$ cat config.mk
export PLATFORM = sky130hd
export DESIGN_NAME = c4p_sync_rx
export DESIGN_NICKNAME = d
export VERILOG_FILES = /design/src/rtl/c4p_sync_rx.sv
export SDC_FILE = /design/constraint.sdc
export NUM_CORES = 1
export LEC_CHECK = 0
export BUFFER_PORTS_ARGS = -buffer_cell sky130_fd_sc_hd__buf_2
export CAP_MARGIN = 20
export CORE_ASPECT_RATIO = 1.25
export CORE_MARGIN = 1
export CORE_UTILIZATION = 53
export CTS_BUF_LIST = sky130_fd_sc_hd__clkbuf_16
export CTS_CLUSTER_DIAMETER = 150
export DETAILED_ROUTE_END_ITERATION = 12
export GPL_TIMING_DRIVEN = 0
export MAX_ROUTING_LAYER = met4
export PLACE_DENSITY_LB_ADDON = 0.1
export SKIP_LAST_GASP = 1
export SLEW_MARGIN = 0
export SYNTH_ARGS = -nofsm -noshare
export SYNTH_HDL_FRONTEND = slang
export SYNTH_SLANG_ARGS = --single-unit
$ cat constraint.sdc
create_clock -name clk -period 4.65 [get_ports clk]
set_input_delay 0 -clock clk [delete_from_list [all_inputs] [get_ports clk]]
set_output_delay 0 -clock clk [all_outputs]
set_load 0.02 [all_outputs]
$ cat src/rtl/c4p_sync_rx.sv
// c4p_sync_rx: clocked endpoint for a four-phase bundled-data handshake.
// Define C4P_FIFO_EN for a DEPTH-entry output FIFO; otherwise a single holding register is used.
module c4p_sync_rx #(
  parameter int W           = 8,
  parameter int SYNC_STAGES = 2,
  parameter int DEPTH       = 4
) (
  input  logic         clk,
  input  logic         rst_n,
  input  logic         req_i,
  input  logic [W-1:0] data_i,
  output logic         ack_o,
  output logic         out_valid,
  input  logic         out_ready,
  output logic [W-1:0] out_data,
  output logic [7:0]   xfer_cnt
);

  typedef enum logic [1:0] {
    RESYNC = 2'd0,
    IDLE   = 2'd1,
    ACK    = 2'd2
  } state_e;

  state_e                 state_q;
  logic                   ack_q;
  logic [7:0]             xfer_cnt_q;
  logic [2:0]             settle_q;
  logic [SYNC_STAGES-1:0] sync_q;
  logic                   req_s;
  logic                   space_s;
  logic                   push_s;
  logic                   pop_s;
  logic                   valid_s;

  // Request synchronizer chain
  always_ff @(posedge clk) begin
    if (!rst_n) begin
      sync_q <= {SYNC_STAGES{1'b0}};
    end else begin
      sync_q <= {sync_q[SYNC_STAGES-2:0], req_i};
    end
  end

  assign req_s = sync_q[SYNC_STAGES-1];
  assign pop_s = valid_s && out_ready;

  // Push decode: a capture happens only when leaving IDLE
  always_comb begin
    push_s = 1'b0;
    if ((state_q == IDLE) && req_s && space_s) begin
      push_s = 1'b1;
    end else begin
      push_s = 1'b0;
    end
  end

  // Handshake FSM; RESYNC lets the flushed synchronizer settle so a request
  // held high across reset is seen and waited out rather than captured.
  always_ff @(posedge clk) begin
    if (!rst_n) begin
      state_q    <= RESYNC;
      ack_q      <= 1'b0;
      xfer_cnt_q <= 8'd0;
      settle_q   <= 3'd0;
    end else begin
      case (state_q)
        RESYNC: begin
          ack_q <= 1'b0;
          if (settle_q != 3'(SYNC_STAGES)) begin
            settle_q <= settle_q + 3'd1;
          end else if (!req_s) begin
            state_q <= IDLE;
          end
        end
        IDLE: begin
          if (push_s) begin
            state_q    <= ACK;
            ack_q      <= 1'b1;
            xfer_cnt_q <= xfer_cnt_q + 8'd1;
          end
        end
        ACK: begin
          if (!req_s) begin
            state_q <= IDLE;
            ack_q   <= 1'b0;
          end
        end
        default: begin
          state_q <= RESYNC;
          ack_q   <= 1'b0;
        end
      endcase
    end
  end

`ifdef C4P_FIFO_EN
  localparam int AW = $clog2(DEPTH);

  if ((SYNC_STAGES < 2) || (SYNC_STAGES > 4) || (DEPTH < 2)) begin : g_bad_param
    $error("c4p_sync_rx: illegal SYNC_STAGES or DEPTH");
  end

  logic [W-1:0] mem_q [DEPTH];
  logic [AW-1:0] wr_q;
  logic [AW-1:0] rd_q;
  logic [AW:0]   cnt_q;

  // Circular FIFO storage, pointers and occupancy
  always_ff @(posedge clk) begin
    if (!rst_n) begin
      for (int i = 0; i < DEPTH; i++) begin
        mem_q[i] <= {W{1'b0}};
      end
      wr_q  <= {AW{1'b0}};
      rd_q  <= {AW{1'b0}};
      cnt_q <= {(AW+1){1'b0}};
    end else begin
      if (push_s) begin
        mem_q[wr_q] <= data_i;
        wr_q        <= wr_q + AW'(1'b1);
      end
      if (pop_s) begin
        rd_q <= rd_q + AW'(1'b1);
      end
      case ({push_s, pop_s})
        2'b10:   cnt_q <= cnt_q + (AW+1)'(1'b1);
        2'b01:   cnt_q <= cnt_q - (AW+1)'(1'b1);
        default: cnt_q <= cnt_q;
      endcase
    end
  end

  assign space_s  = (cnt_q < (AW+1)'(DEPTH)) || out_ready;
  assign valid_s  = (cnt_q != {(AW+1){1'b0}});
  assign out_data = mem_q[rd_q];
`else
  if ((SYNC_STAGES < 2) || (SYNC_STAGES > 4) || (DEPTH < 1)) begin : g_bad_param
    $error("c4p_sync_rx: illegal SYNC_STAGES or DEPTH");
  end

  logic         valid_q;
  logic [W-1:0] data_q;

  // Single holding register; a same-cycle push replaces the popped word
  always_ff @(posedge clk) begin
    if (!rst_n) begin
      valid_q <= 1'b0;
      data_q  <= {W{1'b0}};
    end else begin
      if (push_s) begin
        valid_q <= 1'b1;
        data_q  <= data_i;
      end else if (pop_s) begin
        valid_q <= 1'b0;
      end
    end
  end

  assign space_s  = !valid_q || out_ready;
  assign valid_s  = valid_q;
  assign out_data = data_q;
`endif

  assign ack_o     = ack_q;
  assign out_valid = valid_s;
  assign xfer_cnt  = xfer_cnt_q;

endmodule

# ---- Word-level counts from Yosys, hierarchy flattened
# Cells that the tools add are included.
# W data, S select, Z words.
dict set report totals {
  input_bits 12
  latch_bits 0
  ff_bits 25
  word_cells 36
  memories 0
  ram_bits 0
  romBits 0
  out_inout_bits 18
}
dict set report op_classes {
  n_mux 10
  n_lt_le_gt_ge 0
  mul 0
  addsub 2
  n_div 0
  n_shift 0
  n_eq_ne 6
  reduce_logical 11
  bitwise_logic 0
}
# op count
set ops {}
lappend ops {{$add A8 B1 Y8 const B} 1}
lappend ops {{$reduce_and A2 Y1} 4}
lappend ops {{$mux W2} 3}
lappend ops {{$ne A2 B2 Y1 const B} 3}
lappend ops {{$pmux W2 S3} 1}
lappend ops {{$mux W1} 5}
lappend ops {{$add A3 B1 Y3 const B} 1}
lappend ops {{$logic_and A1 B1 Y1} 3}
lappend ops {{$ne A3 B2 Y1 const B} 1}
lappend ops {{$eq A2 B1 Y1 const B} 1}
lappend ops {{$eq A2 B2 Y1 const B} 1}
lappend ops {{$logic_not A2 Y1} 1}
lappend ops {{$pmux W1 S2} 1}
lappend ops {{$reduce_bool A2 Y1} 1}
lappend ops {{$logic_not A1 Y1} 1}
lappend ops {{$logic_or A1 B1 Y1} 1}

# ---- Longest topological paths before layout
dict set report depth {
  ltp_word 6
  ltp_mapped 6
  depth_no_buf 5
}

# ---- Least setup slack after synthesis
# Ideal clock, no wire load.
dict set report synth_timing {
  path_kind {register to register}
  start {register valid_q (netlist: out_valid)}
  end {register xfer_cnt_q[7] (netlist: xfer_cnt[7])}
  synth_period_minus_slack_ps 1679
  t_required_ps 4579
  slack_ps 2971
  path_buffers 1
  t_arrival_ps 1609
  stages_incl_launch_ff 6
  setup_time_ps 71
  cell_sequence {dfxtp_1 -> nor2b_1 -> buf_2 -> or3_4 -> or4_1 -> a21oi_1}
}
dict set report synth_via {
  elab_chain_cells 5
}
# item line_no
set synth_lines {}
lappend synth_lines {{from (decl)} 142} ;# logic valid_q;
lappend synth_lines {{from (signal assigned)} 148} ;# valid_q <= 1'b0;
lappend synth_lines {{from (signal assigned)} 152} ;# valid_q <= 1'b1;
lappend synth_lines {{from (signal assigned)} 155} ;# valid_q <= 1'b0;
lappend synth_lines {{$logic_not A1 Y1} 160} ;# assign space_s = !valid_q || out_ready;
lappend synth_lines {{$logic_or A1 B1 Y1} 160}
lappend synth_lines {{$logic_and A1 B1 Y1} 51} ;# if ((state_q == IDLE) && req_s && space_s) begin
lappend synth_lines {{$mux W1} 51}
lappend synth_lines {{$reduce_and A2 Y1 (no source line)} --}
lappend synth_lines {{to (signal assigned)} 80} ;# xfer_cnt_q <= xfer_cnt_q + 8'd1;
lappend synth_lines {{to (decl)} 27} ;# logic [7:0] xfer_cnt_q;
# Every way passes these cells.
# A chain may end at the register's enable or synchronous reset.

# ---- Final worst setup path
# Same ends and word-level chain as after synthesis.

==> impl_metrics.toml <==
[global_route]
grtUsageTotal_pct = 25.3
grt_pass1_wl_mm = 3.54
grt_pass1_vias = 929
antenna_found_initial = 0
gr-total-overflow = 0
grt_max_degree = 15

[flow_run]
maxCapViolCount = 0

[synth]
synth_area_um2 = 1010
async_flop_share_pct = 0
yosys.area.top_type = "dfxtp_1"
synth_ff_type = "dfxtp_1"
synth.most_common_cell = "dfxtp_1"
synth_area_leaders = "dfxtp_1 49%, nand2_1 7.8%, a21oi_1 6.9%"
synth_common_cells = "25 x dfxtp_1, 21 x nand2_1, 14 x a21oi_1, 11 x nor2_1, 7 x xnor2_1"
synth_seq_cells = 25
synth-seq-area-share_pct = 49.4
synth_edf_count = 0
avgSynthCellArea_um2 = 8.65
synth_cell_types = 26
synth_top_area_share_pct = 49.4
yosys_warnings = 0
synthCells = 117
synth_nets = 132

[worst_setup_path]
endpoint_kind = "flip-flop"
worst-setup-path-type = "reg2reg"
crit_buf_inv = 1
max_stage_delay_ns = 0.48
cp.required_ns = 4.84
cp_top_family = "simple AND/OR/NAND/NOR gates"
arrival_ns = 1.88
cp_max_fo = 9
critPathLaunchType = "flip-flop"
slowest_stage = "or4_1"
worst_r2r_path_depth = 5
cp.depth = 5
cp_cell_sequence = "nor2b_1 > buf_2 > or3_4 > or4_1 > a21oi_1"

[clocking]
cts-root-buf = "clkbuf_16"
cts-buffers-inserted = 3
postCtsSetupBuffers = 0
cts_tree = "built"
clkLatencyLatePin_ns = 0.26
postCtsHoldBufs = 11
cts_htree_levels = 1
clockBufferDepth = 2
cts_resized = 0
path_clk_slew_ns = 0.06
clkSinkCount = 25

[sta]
hold_violations = 0
maxSlewViolCount = 0
grt_setup_unrepaired = "no"
worstMarginPinSlew_ns = 0.712
min_period_over_period_pct = 36.3
max_slew_margin_pct = 52.3
fmax_mhz = 592
clock-skew-final_ns = 0.00451
finalCriticalPeriod_ns = 1.69
report.final.setup_viol = 0
finalSetupTns_ns = 0

[placement]
place_congestion = 0.745
place_hpwl_mm = 1.42
io_buffers = 29

[pwr]
p_leak_nw = 0.583
powerDensity_nw_per_um2 = 379
peakVddDrop_v = 0.000327
finalPower_w = 0.000520

[status]
outcome = "completed"

[routing]
drc = 0
routed_wl_mm = 2.21
wire_per_inst_um = 12.3
detail_route.first_pass.iterations = 4
drt-initial-drc-count = 7
postRouteAntennaNets = 0
via_per_inst = 5.26
vias = 946

[layout]
antennaDiodeCount = 0
post_route_cells_drive_above_1_share_pct = 23.0
syn_to_final_growth_pct = 35.5
finalNetCount = 177

[die]
die_y_um = 50.9
num_rows = 17
die-area_um2 = 2090
start_util_pct = 56.7
io_pins = 30
core_area_um2 = 1790
die_w_um = 41.1

[min_path]
hold_class = "in2reg"
min_delay_path_depth = 5
stage by stage:
step / area, µm² / setup WS, ns / utilization, % / hold WS [ns] / instances
after floorplan: 1010 / 2.97 / - / 0.122 / 117
after global placement: 1180 / 3.02 / 66.1 / 0.207 / 165
after detailed placement: 1180 / 2.98 / 66.1 / 0.215 / 165
after CTS: 1370 / 2.95 / 76.8 / 0.249 / 180
after global routing: 1370 / 2.83 / 76.8 / 0.295 / 180
final: 1370 / 2.96 / 76.8 / 0.244 / 180
sequential cells by signal, indices dropped and copies added, names as in the netlist:
register / count
ack_o: 1
out_valid: 1
settle_q: 3
xfer_cnt: 8
sync_q: 2
out_data: 8
state_q: 2
metal layers:
| metal | share of wire (%) | GRT usage, % |
|---|---|---|
| met1 | 42 | 24.7 |
| met2 | 54 | 45.1 |
| met3 | 2.3 | 3.91 |
| met4 | 1.9 | 12.4 |
| met5 | 0 | - |
power breakdown:
part	switching, W	internal (W)
combinational	0.0000462	0.0000409
clock	0.0000756	0.000116
sequential	0.0000120	0.000229
total	0.000134	0.000386
tightest hold or removal path, stage by stage:
cell and delay (ns):
buf_2 0.07, nor2b_1 0.03, buf_2 0.16, a21oi_1 0.14
nor2_1 0.05
final timing paths:
check,start,slack (ns),end
worst min-delay path,out_ready,0.24,out_valid
worst min register to register,sync_q[0],0.44,sync_q[1]
worst max register to register,out_valid,2.96,xfer_cnt[7]
worst max-delay path,out_valid,2.96,xfer_cnt[7]
kinds of logic (layout without fill, tap and decap cells):
family | count (synthesis) | in the layout | synth area share (%)
flops | 25 | 25 | 49.4
fa+ha+maj | 3 | 3 | 3.71
buf+inv | 9 | 53 | 4.20
compound gates | 20 | 20 | 10.9
xor+xnor | 7 | 7 | 6.06
simple gates | 53 | 53 | 25.7
cells in the final DEF, fill, tap and decap left out, types with 3 or more instances in the layout:
cell / netlist / layout
nor2_1: 11 / 11
dfxtp_1: 25 / 25
dlygate4sd3_1: 0 / 11
ha_1: 3 / 3
inv_1: 4 / 4
clkbuf_16: 0 / 3
buf_2: 1 / 30
nand3_1: 3 / 3
xnor2_1: 7 / 7
nand2_1: 21 / 21
a21oi_1: 14 / 14
clkbuf_1: 3 / 3
final cells by class:
class | instances | area (µm²)
flip-flops and latches | 25 | 500
multi-input cells | 83 | 469
fillers | 135 | 415
repair buffers | 40 | 255
clock buffers | 3 | 75.1
plain buffers | 5 | 27.5
well taps | 19 | 23.8
inverters | 4 | 15.0
clock inverters | 1 | 5.00
(Power assumes the default switching activity.)
